$ cat config.mk
export PLATFORM = sky130hd
export DESIGN_NAME = int_ctrl
export DESIGN_NICKNAME = d
export VERILOG_FILES = /design/src/rtl/intc_pkg.sv /design/src/rtl/intc_prio_enc.sv /design/src/rtl/int_ctrl.sv
export SDC_FILE = /design/constraint.sdc
export NUM_CORES = 1
export LEC_CHECK = 0
export CORE_ASPECT_RATIO = 0.6
export CORE_MARGIN = 5
export CORE_UTILIZATION = 42
export DETAILED_ROUTE_END_ITERATION = 8
export GPL_ROUTABILITY_DRIVEN = 0
export PLACE_DENSITY = 0.79
export SLEW_MARGIN = 20
export SYNTH_ARGS = -nofsm -noshare
export SYNTH_HDL_FRONTEND = slang
export SYNTH_SLANG_ARGS = --single-unit
$ cat constraint.sdc
create_clock -name clk -period 1.9 [get_ports clk]
set_clock_uncertainty 0.15 [all_clocks]
set_input_delay 0.475 -clock clk [delete_from_list [all_inputs] [get_ports clk]]
set_output_delay 0.475 -clock clk [all_outputs]
set_load 0.1 [all_outputs]
$ cat src/rtl/intc_pkg.sv
// Shared constants for the interrupt controller: register map, FSM states, default source count.
package intc_pkg;
  localparam int NSRC_DEF = 6;
  localparam int ID_W     = 3;

  localparam logic [1:0] ADDR_MASK = 2'd0;
  localparam logic [1:0] ADDR_PEND = 2'd1;
  localparam logic [1:0] ADDR_VEC  = 2'd2;
  localparam logic [1:0] ADDR_MODE = 2'd3;

  typedef enum logic [1:0] {
    ST_IDLE    = 2'd0,
    ST_ASSERT  = 2'd1,
    ST_SERVICE = 2'd2
  } state_t;
endpackage

$ cat src/rtl/intc_prio_enc.sv
// Winner selection: first set request found when scanning upward from start, wrapping at NSRC.
module intc_prio_enc
  import intc_pkg::*;
#(
  parameter int NSRC = NSRC_DEF
) (
  input  logic [NSRC-1:0] req,
  input  logic [ID_W-1:0] start,
  output logic [ID_W-1:0] id,
  output logic            valid
);

  int idx;

  // Scan from the far end so the candidate closest to start is written last and wins.
  always_comb begin
    id    = '0;
    valid = 1'b0;
    idx   = 0;
    for (int i = NSRC - 1; i >= 0; i--) begin
      idx = int'(start) + i;
      if (idx >= NSRC) idx = idx - NSRC;
      if (req[idx]) begin
        id    = ID_W'(idx);
        valid = 1'b1;
      end
    end
  end

endmodule

$ cat src/rtl/int_ctrl.sv
// MIPS-style interrupt controller: MASK/PEND/VEC/MODE registers and an IDLE/ASSERT/SERVICE handshake.
// Define INTC_ROTATE_PRIORITY_EN for round-robin priority; default build uses fixed lowest-index priority.
module int_ctrl
  import intc_pkg::*;
#(
  parameter int NSRC = NSRC_DEF
) (
  input  logic            clk,
  input  logic            reset,
  input  logic [NSRC-1:0] irq_i,
  input  logic [3:2]      ADD_I,
  input  logic            WE_I,
  input  logic            RE_I,
  input  logic [31:0]     DAT_I,
  output logic [31:0]     DAT_O,
  output logic            IRQ_O
);

  logic [NSRC-1:0] mask, mode, pend, irq_q, irq_d;
  logic [NSRC-1:0] rise, pend_clr, eoi_clr;
  logic [ID_W-1:0] id_q, win_id, start;
  logic            win_vld, irq_o_q;
  logic            wr_mask, wr_pend, wr_mode, eoi, vec_rd;
  state_t          state, state_nxt;
  logic            unused_dat;

  assign unused_dat = ^DAT_I[31:NSRC];

  assign wr_mask = WE_I && (ADD_I == ADDR_MASK);
  assign wr_pend = WE_I && (ADD_I == ADDR_PEND);
  assign wr_mode = WE_I && (ADD_I == ADDR_MODE);
  assign eoi     = WE_I && (ADD_I == ADDR_VEC) && (state == ST_SERVICE);
  assign vec_rd  = RE_I && (ADD_I == ADDR_VEC);

  assign rise     = irq_q & ~irq_d;
  assign eoi_clr  = eoi ? (NSRC'(1) << id_q) : '0;
  assign pend_clr = (wr_pend ? DAT_I[NSRC-1:0] : '0) | eoi_clr;

`ifdef INTC_ROTATE_PRIORITY_EN
  logic [ID_W-1:0] rr_ptr;

  always_ff @(posedge clk) begin
    if (reset)    rr_ptr <= '0;
    else if (eoi) rr_ptr <= (id_q == ID_W'(NSRC - 1)) ? '0 : id_q + 1'b1;
  end

  assign start = rr_ptr;
`else
  assign start = '0;
`endif

  intc_prio_enc #(.NSRC(NSRC)) u_prio (
    .req   (pend & mask),
    .start (start),
    .id    (win_id),
    .valid (win_vld)
  );

  // Input sync, edge detect history, and register file
  always_ff @(posedge clk) begin
    if (reset) begin
      irq_q <= '0;
      irq_d <= '0;
      mask  <= '0;
      mode  <= '0;
      pend  <= '0;
    end else begin
      irq_q <= irq_i;
      irq_d <= irq_q;
      if (wr_mask) mask <= DAT_I[NSRC-1:0];
      if (wr_mode) mode <= DAT_I[NSRC-1:0];
      // A new edge wins over a same-cycle clear; level sources simply mirror irq_q.
      pend <= (mode & ((pend & ~pend_clr) | rise)) | (~mode & irq_q);
    end
  end

  always_ff @(posedge clk) begin
    if (reset) begin
      state   <= ST_IDLE;
      id_q    <= '0;
      irq_o_q <= 1'b0;
    end else begin
      state   <= state_nxt;
      irq_o_q <= (state_nxt == ST_ASSERT);
      if (state == ST_IDLE && win_vld) id_q <= win_id;
    end
  end

  always_comb begin
    state_nxt = state;
    case (state)
      ST_IDLE:    if (win_vld) state_nxt = ST_ASSERT;
      ST_ASSERT: begin
        if (!(pend[id_q] && mask[id_q])) state_nxt = ST_IDLE;
        else if (vec_rd)                 state_nxt = ST_SERVICE;
      end
      ST_SERVICE: if (eoi) state_nxt = ST_IDLE;
      default:    state_nxt = ST_IDLE;
    endcase
  end

  always_comb begin
    DAT_O = '0;
    case (ADD_I)
      ADDR_MASK: DAT_O[NSRC-1:0] = mask;
      ADDR_PEND: DAT_O[NSRC-1:0] = pend;
      ADDR_VEC: begin
        if (state != ST_IDLE) begin
          DAT_O[31]       = 1'b1;
          DAT_O[ID_W-1:0] = id_q;
        end
      end
      ADDR_MODE: DAT_O[NSRC-1:0] = mode;
      default:   DAT_O = '0;
    endcase
  end

  assign IRQ_O = irq_o_q;

endmodule

Word level (Yosys, flattened, before mapping)
Cells that the tools add are included.
{ "op_classes": {"n_addsub": 0, "mul": 0, "div_mod_pow": 0, "order_cmp": 1, "eq_ne": 6, "shifts": 1, "n_mux": 28, "n_bitwise": 11, "n_reduce_logical": 11} }
{ "ops": {"columns": ["operator", "count"], "rows": [
  ["6-bit bitwise AND", 5],
  ["3-bit 2-to-1 mux", 7],
  ["6-bit inverter", 3],
  ["6-bit bitwise OR", 3],
  ["6-bit 2-to-1 mux", 2],
  ["3-bit one-hot mux with 4 select lines", 1],
  ["1-bit 2-to-1 mux", 10],
  ["3-bit one-hot mux with 3 select lines", 1],
  ["1-bit logical AND", 8],
  ["2-bit 2-to-1 mux", 4],
  ["1-bit binary-select mux with 3-bit select", 2],
  ["2-bit by 1-bit equality test with 1-bit output, second input constant", 3],
  ["2-bit equality test, second input constant", 3],
  ["2-bit one-hot mux with 3 select lines", 1],
  ["1-bit by 3-bit << shifter with 6-bit output, first input constant", 1],
  ["2-bit logical NOT", 2],
  ["3-bit by 4-bit less-than comparator with 1-bit output, second input constant", 1],
  ["2-bit nonzero test", 1]
]} }
{ "totals": {"ff_bits": 36, "latchBits": 0, "ram_bits": 0, "rom_bits": 0, "input_bits": 44, "output_inout_bits": 33, "elab_cells": 66, "mem_count": 0} }

Longest topological paths before layout
{ "depth": {"word_depth": 10, "mapped_depth": 5, "ltp_nobuf": 4} }

Hierarchy
From an unflattened synthesis, not the netlist that was laid out.
{ "hier_totals": {"hier_cells": 338, "area_unflattened_um2": 2887.8} }
{ "modules_own_cells": {"columns": ["mod", "n_inst", "cells_per_inst", "area_each_um2", "seq_area_each_um2"], "rows": [
  ["int_ctrl", 1, 212, 1876.8, 720.7],
  ["intc_prio_enc", 1, 126, 1011.0, 0.0]
]} }

Worst setup path after synthesis
Ideal clock, no wire load.
{ "synth_timing": {"path_type": "input -> output", "from": "in ADD_I[2] (netlist bit)", "to": "out DAT_O[3]", "arrival_ns": 2.897, "path_slack_ns": -1.622, "cell_stages": 3, "path_cell_list": "buf_2 mux2i_1 o21ai_0"} }
{ "synth_via": {"elab_chain_len": 2, "word_cells_on_any_way": 4} }
{ "synth_rtl": {"columns": ["element", "line", "text"], "rows": [
  ["start, declared", "int_ctrl.sv:11", "input logic [3:2] ADD_I,"],
  ["2-bit equality test (tied with other cells)", "int_ctrl.sv:104", "case (ADD_I)"],
  ["3-bit one-hot mux with 3 select lines (*)", "int_ctrl.sv:104", null],
  ["end, declared", "int_ctrl.sv:15", "output logic [31:0] DAT_O,"]
]} }
Mark *: on every way between the ends. The rest lies on a longest branch, timed or not.

Final worst setup path
{ "layout_timing": {"from": "reg state[1]", "to": "out DAT_O[2]"} }
{ "layout_via": {"elab_chain_len": 3} }
{ "layout_rtl": {"columns": ["element", "line", "text"], "rows": [
  ["start, declared", "int_ctrl.sv:24", "state_t state, state_nxt;"],
  ["start signal, assigned", "int_ctrl.sv:83", "state <= state_nxt;"],
  ["2-bit nonzero test", "int_ctrl.sv:108", "if (state != ST_IDLE) begin"],
  ["3-bit 2-to-1 mux", "int_ctrl.sv:108", null],
  ["3-bit one-hot mux with 4 select lines", "int_ctrl.sv:104", null]
]} }
No other way between the ends.

==> flow_summary.json <==
{
  "htreeDepth": 2,
  "ioPinCount": 77,
  "grt_pass1_wl_um": 6969,
  "cp_max_fo": 7,
  "die_x_um": 94.76,
  "startpoint_type_of_the_worst_setup_path": "flip-flop",
  "critical_path.cell_chain": "nor2_4, nor2_1, mux4_2, buf_12",
  "result_of_the_run": "finished, violations left",
  "cts_buffer_depth": 2,
  "wl_um": 4490,
  "timing_hold_violations_final": 0,
  "antenna_cells_inserted": 0,
  "drtAntennaViolNets": 0,
  "fill_cells": 369,
  "clock_network_fraction_of_design_power": 0.368,
  "grt_max_degree": 18,
  "finalNetCount": 300,
  "dominantRegCellSynth": "sky130_fd_sc_hd__dfxtp_1",
  "hpwl_um": 3330,
  "switching_share": 0.3165,
  "clk_pin_slew_worst_paths_ns": 0.07,
  "crit_arrival_ns": 1.58,
  "power.switching_uw": 634.8,
  "placement_rows": 18,
  "timing_max_transition_violations_final": 0,
  "initial_utilization": 0.4369,
  "power_frac_seq": 0.401,
  "cp.required_ns": 1.27,
  "irDropWorstVdd_v": 0.0005849,
  "ys_seq_elements": 36,
  "post_synth.cell_area_avg_sq_um": 9.007,
  "numCtsBuffers": 5,
  "yosysWarnings": 0,
  "timing.critical_path.buf_inv": 1,
  "min_period_ns": 2.202,
  "synth_enable_flop_cells": 0,
  "cellPowerDensity_mw_per_mm2": 785.3,
  "fin_setup_tns_ns": -1.006,
  "dieHeight_um": 60.86,
  "total_area_of_multi_input_combinational_cells_sq_mm": 0.001030,
  "crit_share_post_route": 1.159,
  "netlist_area_sq_mm": 0.001810,
  "synthArstFlopShare": 0,
  "worstSetupEndpointType": "output pin",
  "cts_tree": "built",
  "clkLatencyLatePin_ns": 0.30,
  "drc": 0,
  "area_of_placed_instances_sq_mm": 0.002327,
  "violated_checks": "negative setup slack",
  "synth.lib_cells_used.distinct": 33,
  "regArea_sq_um": 723.2,
  "antenna_violations_before_repair": 0,
  "pwr-share-comb": 0.231,
  "sequential_element_share_of_the_synthesized_area": 0.3981,
  "layout.cells.most_common": "sky130_fd_sc_hd__dfxtp_1",
  "utilization": 0.6162,
  "standard_cell_with_the_maximum_stage_delay_on_the_critical_path": "sky130_fd_sc_hd__mux4_2",
  "finalSetupViolCount": 4,
  "dr.pass1.iters": 4,
  "intPower_mw": 1.371,
  "area.growth.synth_to_final_pct": 41.05,
  "maxCapViolCount": 0,
  "placeableCoreArea_sq_mm": 0.004144,
  "min_path_type": "reg2reg",
  "timing_worst_setup_path_type": "reg2out",
  "total_leakage_power_nw": 1.031,
  "post-route-cell-area_sq_mm": 0.002554,
  "drive_gt1_frac": 0.2646,
  "critical-path-max-stage-delay_ns": 0.50,
  "pre_cts_ws_ns": -0.5902,
  "die_footprint_sq_mm": 0.005767,
  "drtIter0Drc": 138,
  "via_per_inst": 4.959,
  "grt_pass1_vias": 1367,
  "crit_family": "multiplexers",
  "port-buffer-count": 25,
  "unrepaired_setup_endpoints_after_global_routing": "yes",
  "cts.sinks": 36,
  "grt_util_all_layers": 0.1665,
  "synthesis.instances": 201,
  "drt-wirelength-per-cell_um": 14.16,
  "max_clock_freq_mhz": 454.1,
  "final_cell_mix": "sky130_fd_sc_hd__dfxtp_1, sky130_fd_sc_hd__conb_1, sky130_fd_sc_hd__buf_4",
  "clock-root-buffer": "sky130_fd_sc_hd__clkbuf_8",
  "finalWorstSetupSlack_ns": -0.3023,
  "vias": 1572,
  "total_power_mw": 2.005,
  "globalRouteOverflowTotal": 0
}
[cell families (layout without fill, tap and decap cells)]
kind of cell	Yosys count	after routing	synth area share
AOI/OAI and AO/OA	34	34	0.1341
muxes	19	19	0.1327
other	1	25	0.002071
and+or+nand+nor	77	77	0.2101
buffers and inverters	34	66	0.1230
DFF	36	36	0.3981
[flip-flops by register name, summed over array words and instances, names as in the netlist]
signal and count:
irq_q 6, state 2, mode 6, id_q 3, mask 6, irq_d 6
IRQ_O 1, pend 6
[timing repair]
item	4_1_cts	5_1_grt
gates resized for setup	20	6
setup buffers	6	1
hold buffers	0	0
pin swaps	5	4
cloned	1	0
endpoints found under the setup margin	14	7
[stage by stage]
stage	cells	hold WS, ns
floorplan	225	0.2957
global placement	302	0.3019
detailed placement	302	0.3077
CTS	317	0.3207
global route	317	0.3406
finish	317	0.3193
[Yosys cell counts (2+ instances only)]
cell | instances | area share
sky130_fd_sc_hd__clkbuf_1 | 5 | 0.010
sky130_fd_sc_hd__mux2i_1 | 15 | 0.083
sky130_fd_sc_hd__buf_4 | 25 | 0.10
sky130_fd_sc_hd__or3_1 | 2 | 0.0069
sky130_fd_sc_hd__o21ai_0 | 10 | 0.028
sky130_fd_sc_hd__dfxtp_1 | 36 | 0.40
sky130_fd_sc_hd__and2_1 | 4 | 0.014
sky130_fd_sc_hd__o41ai_1 | 2 | 0.0097
sky130_fd_sc_hd__a21oi_1 | 5 | 0.014
sky130_fd_sc_hd__nor2_1 | 18 | 0.037
sky130_fd_sc_hd__a211oi_1 | 3 | 0.012
sky130_fd_sc_hd__a211o_1 | 3 | 0.015
sky130_fd_sc_hd__nor2b_1 | 14 | 0.048
sky130_fd_sc_hd__nand2_1 | 21 | 0.044
sky130_fd_sc_hd__nor3_1 | 4 | 0.011
sky130_fd_sc_hd__a22o_1 | 6 | 0.029
sky130_fd_sc_hd__mux4_2 | 4 | 0.050
sky130_fd_sc_hd__inv_1 | 2 | 0.0041
sky130_fd_sc_hd__and3_1 | 2 | 0.0069
sky130_fd_sc_hd__nand3_1 | 7 | 0.019
[worst reg2reg max path, cell delays in order, from the launching register on]
cell and delay, ns:
sky130_fd_sc_hd__dfxtp_1 0.34, sky130_fd_sc_hd__and2_0 0.19, sky130_fd_sc_hd__mux4_2 0.49, sky130_fd_sc_hd__a32oi_2 0.28, sky130_fd_sc_hd__a21oi_1 0.12
[per-layer routing]
| metal | global-route usage | share of wire | routed length (um) |
|---|---|---|---|
| met1 | 0.2275 | 0.46 | 2067 |
| met2 | 0.2455 | 0.44 | 1961 |
| met3 | 0.04585 | 0.085 | 381 |
| met4 | 0.08008 | 0.018 | 80 |
| met5 | 0 | 0 | 0 |
[worst paths after layout]
check	start	endpoint	cells past startpoint	slack, ns
worst max-delay path	state[1]	DAT_O[2]	4	-0.30
worst min-delay path	irq_q[0]	irq_d[0]	1	0.32
worst max register to register	pend[0]	IRQ_O	4	0.19
worst min register to register	irq_q[0]	irq_d[0]	1	0.32
[area by class of cell]
class,instances,share of cell area
repair buffers,55,0.2303
inverters,3,0.004410
flip-flops and latches,36,0.2832
multi-input cells,155,0.4032
clock inverters,1,0.01176
clock buffers,7,0.03773
well taps,60,0.02940
[power by group through the flow]
stage	Sequential [mW]	Combinational (mW)	Clock, mW
after CTS	0.802	0.461	0.754
final	0.804	0.463	0.739
after global placement	0.818	0.439	0
after floorplan	0.816	0.375	0
after detailed placement	0.819	0.442	0
after global routing	0.807	0.481	0.781
Power figures use the tool's default switching activity.
